[src/rtl/kme_ib_tlv_framer.sv]
// ===========================================================================
// kme_ib_tlv_framer: inbound TLV framer, 2-entry skid buffer, tlast generation
// Revision: 1.0
// ===========================================================================
`default_nettype none

module kme_ib_tlv_framer #(
  parameter int TID_W         = 1,
  parameter int MEGA_TYPE_MIN = 21,
  parameter int GUID_TYPE     = 10,
  parameter int GUID_FLAG_BIT = 4,
  parameter int CNT_W         = 16
) (
  input  logic             clk,
  input  logic             rst_n,
  input  logic             s_tvalid,
  output logic             s_tready,
  input  logic [63:0]      s_tdata,
  input  logic [7:0]       s_tstrb,
  input  logic [7:0]       s_tuser,
  input  logic [TID_W-1:0] s_tid,
  output logic             m_tvalid,
  input  logic             m_tready,
  output logic [63:0]      m_tdata,
  output logic [7:0]       m_tstrb,
  output logic [7:0]       m_tuser,
  output logic [TID_W-1:0] m_tid,
  output logic             m_tlast,
  input  logic             clr_cnt,
  output logic [CNT_W-1:0] cmd_cnt,
  output logic [CNT_W-1:0] err_cnt,
  output logic             proto_err
);

  localparam logic [7:0] MEGA_MIN_B = 8'(MEGA_TYPE_MIN);
  localparam logic [7:0] GUID_B     = 8'(GUID_TYPE);

  typedef enum logic [2:0] {
    IDLE      = 3'd0,
    IN_TLV    = 3'd1,
    IN_MEGA   = 3'd2,
    GUID_PEND = 3'd3,
    IN_GUID   = 3'd4
  } state_t;

  state_t     state, nxt_state;
  logic       guid_flag, nxt_flag;
  logic [2:0] wcnt, nxt_wcnt;
  logic       word_last, word_err;
  logic       sot, eot, bad_user, is_mega, is_guid, mflag;
  logic       accept, pop;

  logic [63:0]      mem_data [2];
  logic [7:0]       mem_strb [2];
  logic [7:0]       mem_user [2];
  logic [TID_W-1:0] mem_tid  [2];
  logic [1:0]       mem_last;
  logic             wr_ptr, rd_ptr;
  logic [1:0]       count, count_nxt;

  assign accept = s_tvalid && s_tready;
  assign pop    = (count != 2'd0) && m_tready;

  assign sot      = (s_tuser == 8'h01) || (s_tuser == 8'h03);
  assign eot      = (s_tuser == 8'h02) || (s_tuser == 8'h03);
  assign bad_user = (s_tuser > 8'h03);
  assign is_mega  = (s_tdata[7:0] >= MEGA_MIN_B);
  assign is_guid  = (s_tdata[7:0] == GUID_B);

  // Framing decision for the word currently presented; committed only on accept.
  always_comb begin
    nxt_state = state;
    nxt_flag  = guid_flag;
    nxt_wcnt  = wcnt;
    word_last = 1'b0;
    word_err  = 1'b0;
    mflag     = guid_flag;
    if (sot) begin
      if (state != IDLE && !(state == GUID_PEND && is_guid))
        word_err = 1'b1;
      if (state == GUID_PEND && is_guid) begin
        nxt_state = eot ? IDLE : IN_GUID;
        word_last = eot;
      end else if (is_mega) begin
        nxt_flag  = 1'b0;
        nxt_wcnt  = 3'd1;
        nxt_state = eot ? IDLE : IN_MEGA;
        word_last = eot;
      end else begin
        nxt_state = eot ? IDLE : IN_TLV;
      end
    end else begin
      word_err = bad_user;
      case (state)
        IDLE, GUID_PEND: word_err = 1'b1;
        IN_MEGA: begin
          if (wcnt != 3'd7)
            nxt_wcnt = wcnt + 3'd1;
          // The second word carries the GUID flag, and may also be the EoT.
          mflag    = (wcnt == 3'd1) ? s_tdata[GUID_FLAG_BIT] : guid_flag;
          nxt_flag = mflag;
          if (eot) begin
            word_last = !mflag;
            nxt_state = mflag ? GUID_PEND : IDLE;
          end
        end
        IN_GUID: begin
          if (eot) begin
            word_last = 1'b1;
            nxt_state = IDLE;
          end
        end
        IN_TLV: begin
          if (eot)
            nxt_state = IDLE;
        end
        default: nxt_state = IDLE;
      endcase
    end
  end

  always_ff @(posedge clk or negedge rst_n) begin
    if (!rst_n) begin
      state     <= IDLE;
      guid_flag <= 1'b0;
      wcnt      <= 3'd0;
      proto_err <= 1'b0;
    end else begin
      proto_err <= accept && word_err;
      if (accept) begin
        state     <= nxt_state;
        guid_flag <= nxt_flag;
        wcnt      <= nxt_wcnt;
      end
    end
  end

  always_comb begin
    count_nxt = count;
    if (accept && !pop)
      count_nxt = count + 2'd1;
    else if (!accept && pop)
      count_nxt = count - 2'd1;
  end

  always_ff @(posedge clk or negedge rst_n) begin
    if (!rst_n) begin
      for (int i = 0; i < 2; i++) begin
        mem_data[i] <= '0;
        mem_strb[i] <= '0;
        mem_user[i] <= '0;
        mem_tid[i]  <= '0;
      end
      mem_last <= '0;
      wr_ptr   <= 1'b0;
      rd_ptr   <= 1'b0;
      count    <= 2'd0;
      s_tready <= 1'b0;
    end else begin
      if (accept) begin
        mem_data[wr_ptr] <= s_tdata;
        mem_strb[wr_ptr] <= s_tstrb;
        mem_user[wr_ptr] <= s_tuser;
        mem_tid[wr_ptr]  <= s_tid;
        mem_last[wr_ptr] <= word_last;
        wr_ptr           <= ~wr_ptr;
      end
      if (pop)
        rd_ptr <= ~rd_ptr;
      count    <= count_nxt;
      s_tready <= (count_nxt < 2'd2);
    end
  end

  assign m_tvalid = (count != 2'd0);
  assign m_tdata  = mem_data[rd_ptr];
  assign m_tstrb  = mem_strb[rd_ptr];
  assign m_tuser  = mem_user[rd_ptr];
  assign m_tid    = mem_tid[rd_ptr];
  assign m_tlast  = m_tvalid && mem_last[rd_ptr];

  always_ff @(posedge clk or negedge rst_n) begin
    if (!rst_n) begin
      cmd_cnt <= '0;
      err_cnt <= '0;
    end else if (clr_cnt) begin
      cmd_cnt <= '0;
      err_cnt <= '0;
    end else begin
      if (m_tvalid && m_tready && m_tlast && (cmd_cnt != {CNT_W{1'b1}}))
        cmd_cnt <= cmd_cnt + 1'b1;
      if (accept && word_err && (err_cnt != {CNT_W{1'b1}}))
        err_cnt <= err_cnt + 1'b1;
    end
  end

endmodule

`default_nettype wire

[config.mk]
export PLATFORM = sky130hd
export DESIGN_NAME = kme_ib_tlv_framer
export DESIGN_NICKNAME = d
export VERILOG_FILES = /design/src/rtl/kme_ib_tlv_framer.sv
export SDC_FILE = /design/constraint.sdc
export NUM_CORES = 1
export LEC_CHECK = 0
export ABC_AREA = 0
export CORE_MARGIN = 2
export CORE_UTILIZATION = 45
export CTS_CLUSTER_DIAMETER = 200
export DETAILED_ROUTE_END_ITERATION = 10
export GPL_TIMING_DRIVEN = 0
export PLACE_DENSITY = 0.74
export SYNTH_ARGS = -nofsm -noshare
export SYNTH_HDL_FRONTEND = slang
export SYNTH_SLANG_ARGS = --single-unit
export TNS_END_PERCENT = 5
[constraint.sdc]
create_clock -name clk -period 3 [get_ports clk]
set_input_delay 0.9 -clock clk [delete_from_list [all_inputs] [get_ports clk]]
set_output_delay 0.9 -clock clk [all_outputs]
set_load 0.02 [all_outputs]
After elaboration in Yosys (flattened, before gate mapping)
Cells that the tools add are included.
{"block": "totals", "register_bits": 209, "out_inout_bits": 117, "wordCells": 147, "input_bits": 86}
{"block": "op_classes", "n_mux": 62, "reduce_logical": 31, "n_eq_ne": 17, "n_bitwise": 4, "magnitude_cmp": 9, "add_sub_neg": 5}
{"cell": "64-bit 2-to-1 mux", "count": 4}
{"cell": "128-bit bitwise mux", "count": 1}
{"cell": "64-bit demux with 1-bit select", "count": 1}
{"cell": "16-bit 2-to-1 mux", "count": 4}
{"cell": "8-bit 2-to-1 mux", "count": 7}
{"cell": "16-bit by 1-bit adder with 16-bit output (second input constant)", "count": 2}
{"cell": "16-bit bitwise mux", "count": 2}
{"cell": "16-bit != test (second input constant)", "count": 2}
{"cell": "3-bit 2-to-1 mux", "count": 10}
{"cell": "1-bit 2-to-1 mux", "count": 21}
{"cell": "8-bit by 2-bit equality test with 1-bit output (second input constant)", "count": 2}
{"cell": "1-bit logical AND", "count": 13}
{"cell": "2-bit 2-to-1 mux", "count": 5}
{"cell": "2-bit nonzero test", "count": 5}
{"cell": "3-bit case mux with 3 select lines", "count": 1}
{"cell": "8-bit demux with 1-bit select", "count": 1}
{"cell": "8-bit by 1-bit equality test with 1-bit output (second input constant)", "count": 1}
{"cell": "8-bit by 4-bit equality test with 1-bit output (second input constant)", "count": 1}
{"cell": "8-bit by 5-bit greater-or-equal comparator with 1-bit output (second input constant)", "count": 1}
{"cell": "8-bit by 2-bit greater-than comparator with 1-bit output (second input constant)", "count": 1}
{"cell": "4-bit AND reduction", "count": 2}
{"cell": "3-bit by 1-bit equality test with 1-bit output (second input constant)", "count": 2}
{"cell": "3-bit by 2-bit equality test with 1-bit output (second input constant)", "count": 2}
{"cell": "3-bit != test (second input constant)", "count": 2}
{"cell": "other kinds (23)", "count": 35}

Longest topological paths before layout
Gate-level depths: netlist of the first run.
{"block": "depth", "ltp_word": 10, "ltp_mapped": 9, "depth_no_buf": 8}

Worst setup path before layout of the first run
OpenSTA, ideal clock, no wires.
{"block": "synth_path", "kind": "in2reg", "startpoint": "input s_tuser[0]", "endpoint": "register err_cnt[5]", "slack_ns": 0.602, "required_ns": 2.875, "path_stages": 7, "setup_ns": 0.125, "path_buffers": 2, "arrival_time_ns": 2.274, "path_cell_list": "buf_2 -> or2_0 -> o211ai_2 -> a22oi_2 -> buf_6 -> nor4_1 -> mux2_2"}
{"block": "synth_between", "elab_chain_cells": 6, "elab_cells_between_ends": 9, "classes_between": "1 x order compare; 2 x eq/ne; 2 x mux; 4 x reduce/logical"}
{"item": "start: declaration", "line_no": "20", "rtl": "input logic [7:0] s_tuser,"}
{"item": "8-bit by 2-bit greater-than comparator with 1-bit output (tied with other cells)", "line_no": "66", "rtl": "assign bad_user = (s_tuser > 8'h03);"}
{"item": "1-bit 2-to-1 mux / 1-bit logical OR (equally long branches)", "line_no": "94, 64"}
{"item": "1-bit 2-to-1 mux *", "line_no": "78", "rtl": "if (sot) begin"}
{"item": "1-bit logical AND * (2 in a row)", "line_no": "192", "rtl": "if (accept && word_err && (err_cnt != {CNT_W{1'b1}}))"}
{"item": "2-bit nonzero test (no line) *"}
{"item": "end signal: assignment", "line_no": "193", "rtl": "err_cnt <= err_cnt + 1'b1;"}
{"item": "end: declaration", "line_no": "31", "rtl": "output logic [CNT_W-1:0] err_cnt,"}
Mark *: on every way between the ends. The rest lies on a longest branch, timed or not.
A chain may end at the register's enable or synchronous reset.

Worst setup path after layout of the first run
{"block": "layout_path", "startpoint": "register rd_ptr", "endpoint": "output m_tlast"}
{"block": "layout_between", "elab_chain_cells": 3}
{"item": "start: declaration", "line_no": "58", "rtl": "logic wr_ptr, rd_ptr;"}
{"item": "start signal: assignment", "line_no": "169", "rtl": "rd_ptr <= ~rd_ptr;"}
{"item": "1-bit 2-to-1 mux (not written as such) (2 in a row)", "line_no": "180", "rtl": "assign m_tlast = m_tvalid && mem_last[rd_ptr];"}
{"item": "1-bit logical AND", "line_no": "180"}
{"item": "end: declaration", "line_no": "28", "rtl": "output logic m_tlast,"}
Every way passes these cells. The select of a mux whose other input is x is not followed.

==> impl_metrics.csv, run 1 <==
group,metric,value,unit
sta,unrepaired_setup_endpoints_after_global_routing,"true",
sta,slew_headroom,46.8,%
synthesis,synth_edf_count,0,
placement,hpwl,14800,um
floorplanning,dieHeight,151,um
clock_network,tritoncts,"done",
routing,postRouteWirelength,21400,um
routing,first_pass_detailed_route_iteration_total,4,
sta,min_period,2.95,ns
sta,fmax,339,MHz
critical_path,critical_path.endpoint_type,"primary output",
critical_path,arrival,2.05,ns
clock_network,cts_max_path_buffers,3,
floorplanning,fp.dieArea,0.0227,mm2
sta,setup-violations-final,0,
clock_network,cts_root_buf,"sky130_fd_sc_hd__clkbuf_16",
global_route,antenna_found_initial,0,
critical_path,critical_path_required,2.10,ns
synthesis,synth_seq_cells,209,
critical_path,crit_fanout,6,
final_layout,filler_cell_count_in_the_final_layout,1745,
power,pwr-share-comb,44.0,%
sta,drv_slew,0,
power,switching_power,4.43,mW
final_layout,drive_above_1_share,33.3,%
synthesis,flip_flop_cell_with_the_highest_count_after_synthesis,"sky130_fd_sc_hd__dfrtp_1",
routing,drcViolationCount,0,
synthesis,syn_area_per_cell,13.2,um2
power,cellLeakagePower,5.58,nW
sta,final_min_period_over_clock_period,98.2,%
sta,hold_slack,0.440,ns
synthesis,syn_area,0.00967,mm2
final_layout,design.final.nets,1053,
power,cell_pwr_density,1020,mW/mm2
clock_network,clk_lat_worst_skew,0.51,ns
sta,worst_slew_pin_slew,0.791,ns
global_route,grt_max_degree,109,
placement,port-buffer-count,199,
routing,final_antenna_net_count,0,
power,power.sequential.fraction,34.3,%
critical_path,crit_path_start,"rd_ptr",
final_layout,area.growth.synth_to_final,32.5,%
floorplanning,fp.coreArea,0.0210,mm2
floorplanning,width_of_the_die,151,um
critical_path,worst_setup_path_endpoint,"m_tlast",
clock_network,path_clk_slew,0.06,ns
global_route,track_usage,18.7,%
critical_path,timing.rr.start,"count[0]",
synthesis,synthCells,733,
global_route,grt_first_pass_wirelength,34300,um
synthesis,synth_top_cell_by_area,"sky130_fd_sc_hd__dfrtp_1",
critical_path,critical_path_type,"reg -> out",
critical_path,r2r_setup_slack,0.64,ns
routing,routed-via-count,6593,
final_layout,n_antenna_cell,0,
synthesis,post_synth_num_cell_types,50,
global_route,grt_overflow_total,0,
power,switching_share,33.8,%
power,irDropWorstVdd,482,uV
power,clock_power_share,21.6,%
placement,gp_congestion,0.830,
floorplanning,boundaryPins,203,
sta,hold_violations,0,
synthesis,ys_seq_area_share,54.1,%
critical_path,timing.critical_path.from_type,"flip-flop",
power,internal_power_contribution,8.68,mW
floorplanning,initial_utilization,46.0,%
critical_path,ff2ff_path_depth,8,
routing,wl_per_cell,17.1,um
synthesis,async_set_or_reset_flop_fraction_in_the_synthesized_netlist,100,%
min_path,worstHoldPathType,"in -> async",
clock_network,cts.hold.buffers_added,0,
run,drv_cap,0,
power,report.power.total,13.1,mW
routing,violation_count_after_the_first_detailed_route_iteration,151,
synthesis,synth-warning-count,0,
floorplanning,placement_rows,53,
outcome,outcome,"complete, no violations",
clock_network,post_cts_buffers,0,
clock_network,cts_buffers,24,
sta,fin_skew,0.0166,ns
routing,via_per_inst,5.27,
synthesis,post_synth_main_area_contributors,"sky130_fd_sc_hd__dfrtp_1 54%, sky130_fd_sc_hd__mux2_2 29%, sky130_fd_sc_hd__xor2_1 1.2%",
clock_network,cts.htree.levels,1,
synthesis,synth_top_area_share,54.1,%
clock_network,cts.sinks,209,
critical_path,timing.rr.end,"cmd_cnt[8]",
global_route,grt_pass1_vias,6777,
synthesis,synth_nets,827,
-- power groups by stage --
stage	logic (mW)	clock network, mW	registers, mW
after floorplan	3.95	0	4.40
after global placement	6.27	0	4.51
after detailed placement	6.34	0	4.55
after CTS	5.88	2.93	4.51
after global routing	6.21	3.04	4.65
final	5.78	2.84	4.50
-- final cells by class --
cell class	count	area, um2	area share, %
sequential	209	5230	40.8
timing repair buffer	200	1940	15.1
buffer	42	272	2.12
inverter	12	45.0	0.352
tap	275	344	2.69
multi-input combinational	470	4200	32.8
clock buffer	35	732	5.71
clock inverter	7	52.6	0.410
-- Yosys cell counts, types with 3 or more instances --
library cell	instances
sky130_fd_sc_hd__a21oi_1	15
sky130_fd_sc_hd__a22o_1	3
sky130_fd_sc_hd__and3_1	7
sky130_fd_sc_hd__and4_1	6
sky130_fd_sc_hd__buf_2	17
sky130_fd_sc_hd__clkbuf_1	23
sky130_fd_sc_hd__dfrtp_1	209
sky130_fd_sc_hd__ha_1	8
sky130_fd_sc_hd__inv_1	11
sky130_fd_sc_hd__mux2_2	249
sky130_fd_sc_hd__nand2_1	20
sky130_fd_sc_hd__nand2b_1	6
sky130_fd_sc_hd__nand3_1	19
sky130_fd_sc_hd__nand4_1	9
sky130_fd_sc_hd__nor2_1	28
sky130_fd_sc_hd__nor2b_1	6
sky130_fd_sc_hd__nor3_1	4
sky130_fd_sc_hd__nor4_1	3
sky130_fd_sc_hd__o211ai_1	4
sky130_fd_sc_hd__o21ai_0	19
sky130_fd_sc_hd__o31ai_1	9
sky130_fd_sc_hd__or3_1	6
sky130_fd_sc_hd__or4_1	6
sky130_fd_sc_hd__xor2_1	13
-- worst max-delay path: stages (launching register included) --
cell                              delay, ns
sky130_fd_sc_hd__dfrtp_1               0.37
sky130_fd_sc_hd__mux2i_1               0.53
sky130_fd_sc_hd__nor2_1                0.08
sky130_fd_sc_hd__clkdlybuf4s50_1       0.56
-- placed cells by master, fill, tap and decap left out, types with 3 or more instances in the layout --
cell type and instances:
sky130_fd_sc_hd__a21oi_1 15, sky130_fd_sc_hd__a22o_1 3, sky130_fd_sc_hd__and3_1 7, sky130_fd_sc_hd__and4_1 6, sky130_fd_sc_hd__buf_2 17, sky130_fd_sc_hd__clkbuf_1 16
sky130_fd_sc_hd__clkbuf_16 24, sky130_fd_sc_hd__clkbuf_8 16, sky130_fd_sc_hd__clkdlybuf4s50_1 119, sky130_fd_sc_hd__clkinv_2 4, sky130_fd_sc_hd__dfrtp_1 209, sky130_fd_sc_hd__dlygate4sd2_1 76
sky130_fd_sc_hd__dlymetal6s2s_1 3, sky130_fd_sc_hd__ha_1 8, sky130_fd_sc_hd__inv_1 11, sky130_fd_sc_hd__mux2_2 249, sky130_fd_sc_hd__nand2_1 20, sky130_fd_sc_hd__nand2b_1 6
sky130_fd_sc_hd__nand3_1 19, sky130_fd_sc_hd__nand4_1 9, sky130_fd_sc_hd__nor2_1 28, sky130_fd_sc_hd__nor2b_1 6, sky130_fd_sc_hd__nor3_1 4, sky130_fd_sc_hd__nor4_1 3
sky130_fd_sc_hd__o211ai_1 4, sky130_fd_sc_hd__o21ai_0 19, sky130_fd_sc_hd__o31ai_1 9, sky130_fd_sc_hd__or3_1 6, sky130_fd_sc_hd__or4_1 6, sky130_fd_sc_hd__xor2_1 13
-- cell families (layout without fill, tap and decap cells) --
logic type,count (synthesis),count (layout),synth area share [%]
multiplexers,252,252,29.3
flip-flops,209,209,54.1
AND/OR/NAND/NOR,132,132,7.49
AO/OA/AOI/OAI,64,64,4.31
buffers and inverters,54,296,2.47
XOR/XNOR,14,14,1.27
adder cells (fa/ha/maj),8,8,1.04
-- registers in the layout, indices dropped and copies added (netlist names), 2 cells and up --
name      flops
cmd_cnt      16
count         2
err_cnt      16
mem_data    128
mem_last      2
mem_strb     16
mem_tid       2
mem_user     16
state         3
wcnt          3
-- timing repair --
item	4_1_cts	5_1_grt
endpoints found under the setup margin	81	18
resized for setup	101	5
pin swaps	0	0
-- metrics by stage --
step	util [%]	instances	TNS [ns]	setup WS (ns)	instance area, um2
2_1_floorplan	-	733	0	0.602	9670
3_3_place_gp	57.1	1207	-1705.14	-7.93	12000
3_5_place_dp	57.3	1208	-54.04	-0.448	12000
4_1_cts	60.9	1250	-0.368	-0.124	12800
5_1_grt	60.9	1250	-0.0301	-0.0301	12800
6_report	60.9	1250	0	0.0545	12800
-- worst min path at each step --
stage | slack (ns) | startpoint | endpoint | cells past startpoint
2_1_floorplan | 0.45 | mem_last[0] | mem_last[0] | 2
3_3_place_gp | 0.46 | mem_last[1] | mem_last[1] | 2
3_5_place_dp | 0.47 | mem_last[1] | mem_last[1] | 2
4_1_cts | 0.46 | rst_n | mem_data[84] | 1
5_1_grt | 0.51 | rst_n | mem_data[84] | 1
6_report | 0.44 | rst_n | mem_data[23] | 1
-- layer usage --
layer	routed length, um	vias up	track usage (%)	share of wire [%]
met5	0	-	0	0
met4	352	0	4.49	1.6
met3	1100	32	3.21	5.1
met2	10500	152	32.0	49
met1	9490	3290	25.1	44
li1	-	3119	-	-
(Power assumes the default switching activity.)
==> run 2, diff against run 1 <==
--- a/config.mk
+++ b/config.mk
@@ -6,6 +6,7 @@
 export NUM_CORES = 1
 export LEC_CHECK = 0
 export ABC_AREA = 0
+export CAP_MARGIN = 20
 export CORE_MARGIN = 2
 export CORE_UTILIZATION = 45
 export CTS_CLUSTER_DIAMETER = 200
==> results of run 2 <==
No change in the layout: final DEF, timing and power equal those of run 1.
